File: config.mk
export PLATFORM = sky130hd
export DESIGN_NAME = io_out_sink
export DESIGN_NICKNAME = d
export VERILOG_FILES = /design/src/rtl/io_out_sink.sv
export SDC_FILE = /design/constraint.sdc
export NUM_CORES = 1
export LEC_CHECK = 0
export ABC_AREA = 1
export CAP_MARGIN = 40
export CELL_PAD_IN_SITES_DETAIL_PLACEMENT = 0
export CELL_PAD_IN_SITES_GLOBAL_PLACEMENT = 2
export CORE_UTILIZATION = 30
export DETAILED_ROUTE_END_ITERATION = 16
export HOLD_SLACK_MARGIN = 0.12
export PLACE_DENSITY = 0.68
export SLEW_MARGIN = 20
export SYNTH_ARGS = -nofsm -noshare
export SYNTH_HDL_FRONTEND = slang
export SYNTH_SLANG_ARGS = --single-unit
File: constraint.sdc
create_clock -name clock -period 2.2 [get_ports clock]
set_input_delay 0.22 -clock clock [delete_from_list [all_inputs] [get_ports clock]]
set_output_delay 0.22 -clock clock [all_outputs]
set_load 0.02 [all_outputs]
File: src/rtl/io_out_sink.sv
// -----------------------------------------------------------------------------
// io_out_sink
//
// Receiving end of the CPU output port. Every cycle the CPU raises outFlag, the
// word on `out` is pushed into a DEPTH-word FIFO (no backpressure to the CPU).
// A small serializer pops words one at a time and sends them MSB byte first
// over a byte-wide valid/ready stream. startIO is raised the cycle after the
// host arms the sink and stays high until reset.
//
// Ports
//   clock        in   1        system clock, rising edge
//   reset        in   1        synchronous, active-low
//   arm          in   1        host request to start the CPU IO phase
//   startIO      out  1        IO phase enable toward the CPU (sticky)
//   outFlag      in   1        CPU output word valid this cycle
//   out          in   WIDTH    CPU output word
//   byteValid    out  1        stream byte valid
//   byteData     out  8        stream byte
//   byteReady    in   1        downstream accepts the byte
//   count        out  CW       words currently held in the FIFO (0..DEPTH)
//   overflow     out  1        sticky: a word was dropped on a full FIFO
//   o_dbg_state  out  2        serializer state (0 IDLE, 1 LOAD, 2 SEND)
//
// Stream handshake: a byte transfers on every rising edge where byteValid and
// byteReady are both 1. Once byteValid is raised it stays high, with byteData
// unchanged, until that transfer happens; byteReady may toggle freely.
// -----------------------------------------------------------------------------
`timescale 1ns/1ps
module io_out_sink #(
  parameter int WIDTH = 24,
  parameter int DEPTH = 16
) (
  input  logic                     clock,
  input  logic                     reset,
  input  logic                     arm,
  output logic                     startIO,
  input  logic                     outFlag,
  input  logic [WIDTH-1:0]         out,
  output logic                     byteValid,
  output logic [7:0]               byteData,
  input  logic                     byteReady,
  output logic [$clog2(DEPTH):0]   count,
  output logic                     overflow,
  output logic [1:0]               o_dbg_state
);

  localparam int NBYTES = WIDTH / 8;
  localparam int PW     = $clog2(DEPTH);
  localparam int CW     = PW + 1;
  localparam int IW     = (NBYTES > 1) ? $clog2(NBYTES) : 1;

  typedef enum logic [1:0] {
    ST_IDLE = 2'd0,
    ST_LOAD = 2'd1,
    ST_SEND = 2'd2
  } state_t;

  state_t            r_state;
  state_t            w_state_nxt;

  logic [WIDTH-1:0]  r_mem [DEPTH];
  logic [PW-1:0]     r_wr_ptr;
  logic [PW-1:0]     r_rd_ptr;
  logic [CW-1:0]     r_count;
  logic [CW-1:0]     w_count_nxt;
  logic              r_overflow;
  logic              r_start_io;

  logic [WIDTH-1:0]  r_shift;
  logic [IW-1:0]     r_idx;

  logic              w_full;
  logic              w_pop;
  logic              w_push;
  logic              w_drop;
  logic              w_hs;
  logic              w_last;

  // The pop happens in LOAD, so a full FIFO can still take a word that cycle.
  assign w_pop  = (r_state == ST_LOAD);
  assign w_full = (r_count == CW'(DEPTH));
  assign w_push = outFlag && (!w_full || w_pop);
  assign w_drop = outFlag && w_full && !w_pop;

  assign w_hs   = (r_state == ST_SEND) && byteReady;
  assign w_last = (r_idx == IW'(NBYTES - 1));

  always_comb begin
    w_count_nxt = r_count;
    case ({w_push, w_pop})
      2'b10:   w_count_nxt = r_count + CW'(1);
      2'b01:   w_count_nxt = r_count - CW'(1);
      default: w_count_nxt = r_count;
    endcase
  end

  // ---------------------------------------------------------------------------
  // Serializer FSM. IDLE looks at the post-push count so a word pushed while
  // idle is loaded on the very next cycle; SEND does the same when finishing a
  // word so back-to-back words cost only one LOAD bubble.
  // ---------------------------------------------------------------------------
  always_comb begin
    w_state_nxt = r_state;
    case (r_state)
      ST_IDLE: begin
        if (w_count_nxt != '0) w_state_nxt = ST_LOAD;
      end
      ST_LOAD: begin
        w_state_nxt = ST_SEND;
      end
      ST_SEND: begin
        if (w_hs && w_last) begin
          w_state_nxt = (w_count_nxt != '0) ? ST_LOAD : ST_IDLE;
        end
      end
      default: w_state_nxt = ST_IDLE;
    endcase
  end

  always_ff @(posedge clock) begin
    if (!reset) begin
      r_state <= ST_IDLE;
    end else begin
      r_state <= w_state_nxt;
    end
  end

  // FIFO storage needs no reset; the pointers define what is valid.
  always_ff @(posedge clock) begin
    if (w_push) begin
      r_mem[r_wr_ptr] <= out;
    end
  end

  always_ff @(posedge clock) begin
    if (!reset) begin
      r_wr_ptr   <= '0;
      r_rd_ptr   <= '0;
      r_count    <= '0;
      r_overflow <= 1'b0;
    end else begin
      if (w_push) r_wr_ptr <= r_wr_ptr + PW'(1);
      if (w_pop)  r_rd_ptr <= r_rd_ptr + PW'(1);
      r_count <= w_count_nxt;
      if (w_drop) r_overflow <= 1'b1;
    end
  end

  // The outgoing byte is always the top byte of the shift register; each
  // handshake shifts left by one byte, so after the last byte the register
  // is empty and byteData rests at zero until the next LOAD.
  always_ff @(posedge clock) begin
    if (!reset) begin
      r_shift <= '0;
      r_idx   <= '0;
    end else if (w_pop) begin
      r_shift <= r_mem[r_rd_ptr];
      r_idx   <= '0;
    end else if (w_hs) begin
      r_shift <= r_shift << 8;
      r_idx   <= w_last ? '0 : r_idx + IW'(1);
    end
  end

  always_ff @(posedge clock) begin
    if (!reset) begin
      r_start_io <= 1'b0;
    end else if (arm) begin
      r_start_io <= 1'b1;
    end
  end

  assign startIO     = r_start_io;
  assign byteValid   = (r_state == ST_SEND);
  assign byteData    = r_shift[WIDTH-1 -: 8];
  assign count       = r_count;
  assign overflow    = r_overflow;
  assign o_dbg_state = r_state;

endmodule

==> results.yml, run 1 <==
timing:
  rsz0062_at_grt: "true"
  setup_tns_ns: 0
  maxSlewHeadroom_pct: 49.05
  hold_violations: 0
  tightest_slew_ns: 0.7618
  worst_slack_ns: 0.06329
  clock.fmax_ghz: 0.4680
  period_minus_slack_ns: 2.137
  clock_skew_ns: 0.01357
  finalSetupViolCount: 0
  slew_violations: 0
  fin_hold_ws_ns: 0.2164
  period_share_pct: 97.12
cts:
  path_clk_slew_ns: 0.06
  clk_path_buf_depth: 3
  cts_max_level: 2
  cts_tree: "done"
  cts_hold_buf: 0
  cts_sinks: 431
  cts-buffers-inserted: 47
  post-cts-setup-buffers: 0
  cts_root_buf: "clkbuf_16"
  clock_latency_ns: 0.57
logic_synthesis:
  synthTopCellsByArea: "edfxtp_1 (68%), nor2_1 (6.6%), dfxtp_1 (5.5%)"
  netlist.area_leader.share_pct: 67.52
  synth_cells: 1386
  synth_area_mm2: 0.01708
  yosysSeqAreaShare_pct: 73.03
  ys_ff_latch: 431
  synth_cell_types: 33
  syn_avg_cell_area_um2: 12.32
  synth_warnings: 0
  synth_nets: 1421
  synth_largest_area_cell: "edfxtp_1"
setup_path:
  cp.required_ns: 2.47
  cp-end-kind: "flop"
  cp_max_fo: 10
  startpoint_type: "flop"
  arrival_ns: 2.41
  path_class: "flop to flop"
final_layout:
  layout_commonest_cell: "edfxtp_1"
  stdcell_area_mm2: 0.02084
  mostFrequentLayoutCells: "edfxtp_1 (384), nor2_1 (284), o21ai_0 (176)"
  fin_nets: 1520
  n_antenna_cell: 0
  area_growth_pct: 22.00
  drive_above_1_share_pct: 12.96
  final_util_pct: 37.02
run:
  cap_violations: 0
place:
  port_buffers: 46
  gp_congestion: 0.8144
  dpl_cell_area_mm2: 0.01938
  place_hpwl_um: 30150
  pre_cts_slack_ns: -0.1649
power:
  peakVddDrop_uv: 559.9
  leakagePower_nw: 6.811
  power_density_mw_per_mm2: 1060
detailed_routing:
  drt_iter0_markers: 821
  drt-vias-per-instance: 4.922
  drc: 0
  routed_wl_um: 47490
  num_vias: 11203
  post_drt_wl_per_cell_um: 20.86
  ant_nets: 0
  firstDrtPassIters: 4
grt:
  grt_overflow: 0
  grt_pass1_vias: 10799
  grt_antenna_before_repair: 1
  grt_util_all_layers_pct: 16.62
  grt_start_max_net_pins: 56
  grt_pass1_wl_um: 70600
outcome:
  status: "finished, final reports clean"
floorplanning:
  die_h_um: 240.6
  ios: 47
  initial_utilization_pct: 30.35
  fp-row-count: 87
  die_w_um: 240.6
  die_area_mm2: 0.05788
  core-area_mm2: 0.05628
hold_path:
  hp-class: "input port to flop"
timing repair:
action / 4_1_cts / 5_1_grt
hold endpoints to repair: 0 / 0
setup endpoints to repair: 0 / 360
resized for setup: 0 / 1
worst max-delay path, cell delays in order (launching register included):
cell and delay (ns):
dfxtp_1 0.43, nor2_1 0.09, nand3_1 0.11, nor2_1 0.08, nor2_2 0.33, nand2_1 0.33, nor2_4 0.22, buf_4 0.23
logic make-up (layout without fill, tap and decap cells):
logic type                 Yosys count  after routing  synth area share [%]
and+or+nand+nor                    445            445                 10.23
adders and majority gates            6              6                0.4396
xor gates and xnor gates             1              1               0.05130
AOI/OAI and AO/OA                  373            373                 12.72
buffers and inverters              130            264                 3.531
DFF                                431            431                 73.03
cells in the mapped netlist (all sizes together):
library cell	number
edfxtp	384
nor2	303
o21ai	228
nand2	91
o211ai	69
clkbuf	62
dfxtp	47
nand3	44
a21oi	35
buf	34
inv	31
o221ai	27
o22ai	8
ha	6
clkinv	3
nor3	3
a32o	2
nand4	2
a2111oi	1
a31oi	1
a32oi	1
and3	1
o31ai	1
or2	1
xnor2	1
final timing paths:
check	slack, ns	startpoint	end	cells past startpoint
max	0.06	count[2]	r_mem[13][3]	7
min	0.22	arm	startIO	3
max reg2reg	0.06	count[2]	r_mem[13][3]	7
min reg2reg	0.46	r_shift[1]	r_shift[1]	2
sequential cells by signal, summed over array words and instances, names as in the netlist, named ones only:
name         cells
r_rd_ptr         4
startIO          1
r_idx            2
r_wr_ptr         4
o_dbg_state      2
r_shift         24
overflow         1
r_mem          384
count            5
through the flow:
| stage | total power, mW | instances |
|---|---|---|
| finish | 22.08 | 2276 |
| global route | 23.11 | 2276 |
| CTS | 22.34 | 2276 |
| detailed placement | 14.84 | 2192 |
| global placement | 14.84 | 2192 |
| floorplan | 12.52 | 1386 |
cell type report:
type	count	area, um2
Clock buffer	68	1343
Timing Repair Buffer	146	1699
Sequential cell	431	12480
Clock inverter	16	111.4
Fill cell	5440	35440
Multi-Input combinational cell	825	4125
Inverter	34	130.1
Tap cell	756	945.9
layer usage:
| metal | vias to the layer above | track usage [%] | wire [um] |
|---|---|---|---|
| met2 | 245 | 25.62 | 21510 |
| met3 | 61 | 3.111 | 2545 |
| li1 | 5248 | - | - |
| met5 | - | 0 | 13 |
| met4 | 2 | 4.536 | 983 |
| met1 | 5647 | 23.84 | 22430 |
where the power goes:
group	leakage [nW]	switching (mW)	total (mW)	internal, mW
clock network	0.700	3.13	7.47	4.34
logic	2.26	3.40	5.20	1.80
registers	3.85	0.173	9.41	9.23
total	6.81	6.70	22.1	15.4
Note: power is estimated with default switching activity, not from simulation.
==> run 2, diff against run 1 <==
--- a/config.mk
+++ b/config.mk
@@ -10,6 +10,7 @@
 export CELL_PAD_IN_SITES_DETAIL_PLACEMENT = 0
 export CELL_PAD_IN_SITES_GLOBAL_PLACEMENT = 2
 export CORE_UTILIZATION = 30
+export CTS_BUF_LIST = sky130_fd_sc_hd__clkbuf_8
 export DETAILED_ROUTE_END_ITERATION = 16
 export HOLD_SLACK_MARGIN = 0.12
 export PLACE_DENSITY = 0.68
==> run 2 against run 1 <==
- via count is 1.1% higher
- sequential power hardly changed
- clock skew is 0.0098 ns higher
- design area is 0.52% lower
- worst hold slack worse by 0.047 ns
- setup slack better by 0.0093 ns
- power is 3.7% lower
==> results.yml, run 2 (synthesized netlist as in run 1, its figures left out) <==
place:
  gp_congestion: 0.8144
  pre_cts_slack_ns: -0.1649
  dpl_cell_area_mm2: 0.01938
  place_hpwl_um: 30150
  port_buffers: 46
outcome:
  status: "finished, final reports clean"
detailed_routing:
  post_drt_wl_per_cell_um: 20.56
  drt_iter0_markers: 787
  firstDrtPassIters: 5
  ant_nets: 0
  routed_wl_um: 47740
  drc: 0
  num_vias: 11324
  drt-vias-per-instance: 4.877
floorplanning:
  die_area_mm2: 0.05788
  die_w_um: 240.6
  fp-row-count: 87
  initial_utilization_pct: 30.35
  ios: 47
  die_h_um: 240.6
  core-area_mm2: 0.05628
hold_path:
  holdPathStages: 3
  hp-class: "input port to flop"
power:
  peakVddDrop_uv: 482.8
  power_density_mw_per_mm2: 1026
  p_total_mw: 21.27
  leakagePower_nw: 6.895
grt:
  grt_antenna_before_repair: 3
  grt_util_all_layers_pct: 16.68
  grt_overflow: 0
  grt_start_max_net_pins: 56
  grt_pass1_wl_um: 70700
  grt_pass1_vias: 11013
setup_path:
  cp_max_fo: 14
  cp-end-kind: "flop"
  critical_path.max_stage_delay_ns: 0.43
  cp.required_ns: 2.53
  critical_path.slowest_cell: "dfxtp_1"
  arrival_ns: 2.46
  reg2reg_depth: 7
  startpoint_type: "flop"
  crit_path_frequent_cell: "nor2_1"
  cp_cell_sequence: "nor2_1, nand3_1, nor2_1, nor2_2, nand2_1, nor2_4, buf_12"
  crit_cells: 7
  critPathTopFamily: "simple AND/OR/NAND/NOR gates"
  path_class: "flop to flop"
  critPathBufInv: 1
final_layout:
  mostFrequentLayoutCells: "edfxtp_1 (384), nor2_1 (284), o21ai_0 (176)"
  top_register: "r_mem"
  area_growth_pct: 21.36
  drive_above_1_share_pct: 13.94
  layout_commonest_cell: "edfxtp_1"
  stdcell_area_mm2: 0.02073
  largest_reg_flops: 384
  fin_nets: 1549
timing:
  clock_skew_ns: 0.02338
  tightest_slew_ns: 0.7788
  worst_slack_ns: 0.07258
  period_share_pct: 96.70
  maxSlewHeadroom_pct: 47.92
  finalSetupViolCount: 0
  rsz0062_at_grt: "true"
  clock.fmax_ghz: 0.4701
  period_minus_slack_ns: 2.127
  hold_violations: 0
  setup_tns_ns: 0
  slew_violations: 0
cts:
  cts_max_level: 3
  cts_root_buf: "clkbuf_8"
  post-cts-setup-buffers: 0
  path_clk_slew_ns: 0.06
  cts_tree: "done"
  cts-buffers-inserted: 76
  clk_path_buf_depth: 3
  cts_sinks: 431
  clock_latency_ns: 0.63
run:
  cap_violations: 0
## run 2: cell types whose count changed in the layout (fill, tap and decap cells not counted), sizes merged
cell,before,now
clkbuf,68,81
inv,31,60
clkinvlp,5,1
clkinv,13,19
diode,0,2
## run 2: worst reg2reg max path: stages, from the launching register on
cell,delay (ns)
dfxtp_1,0.43
nor2_1,0.10
nand3_1,0.10
nor2_1,0.08
nor2_2,0.34
nand2_1,0.34
nor2_4,0.27
buf_12,0.18
## run 2: path summary, 6_finish.rpt
kind / slack [ns] / to / from
worst max-delay path: 0.07 / r_mem[14][16] / count[2]
worst min-delay path: 0.17 / startIO / arm
worst max register to register: 0.07 / r_mem[14][16] / count[2]
worst min register to register: 0.46 / r_shift[1] / r_shift[1]
## run 2: layout make-up
| class | count | area (um2) |
|---|---|---|
| sequential | 431 | 12480 |
| tap | 756 | 945.9 |
| fill | 5475 | 35550 |
| multi-input combinational | 825 | 4125 |
| antenna | 2 | 5.005 |
| clock inverter | 47 | 225.2 |
| inverter | 34 | 130.1 |
| timing repair buffer | 146 | 1699 |
| clock buffer | 81 | 1115 |
## run 2: metrics by stage
step                      util (%)  std cells  hold WS, ns
final                        36.83       2322       0.1699
after global routing         36.83       2322       0.1596
after CTS                    36.82       2320       0.1201
after detailed placement     34.43       2192       0.4574
after global placement       34.43       2192       0.4494
after floorplan                  -       1386       0.3189
## run 2: power by group
group	switching (mW)	leakage, nW	internal, mW
clock network	3.16	0.785	3.49
logic	3.40	2.26	1.80
registers	0.174	3.85	9.24
## run 2: timing repair
| action | in CTS | in global routing |
|---|---|---|
| hold buffers | 0 | 0 |
| gates resized for setup | 0 | 1 |
| setup endpoints to repair | 0 | 350 |
## run 2: metal layers
layer,GRT usage [%],vias up,part of all wire [%]
li1,-,5310,-
met1,23.63,5658,48
met2,25.56,291,45
met3,3.546,63,4.9
met4,4.999,2,1.9
met5,0,-,0.027
==> run 3, diff against run 2 <==
--- a/config.mk
+++ b/config.mk
@@ -6,6 +6,7 @@
 export NUM_CORES = 1
 export LEC_CHECK = 0
 export ABC_AREA = 1
+export ABC_CLOCK_PERIOD_IN_PS = 2200
 export CAP_MARGIN = 40
 export CELL_PAD_IN_SITES_DETAIL_PLACEMENT = 0
 export CELL_PAD_IN_SITES_GLOBAL_PLACEMENT = 2
@@ -14,7 +15,8 @@
 export DETAILED_ROUTE_END_ITERATION = 16
 export HOLD_SLACK_MARGIN = 0.12
 export PLACE_DENSITY = 0.68
-export SLEW_MARGIN = 20
+export SKIP_LAST_GASP = 1
+export SLEW_MARGIN = 30
 export SYNTH_ARGS = -nofsm -noshare
 export SYNTH_HDL_FRONTEND = slang
 export SYNTH_SLANG_ARGS = --single-unit
==> results of run 3 <==
Final layout, timing and power as in run 2 (identical DEF).
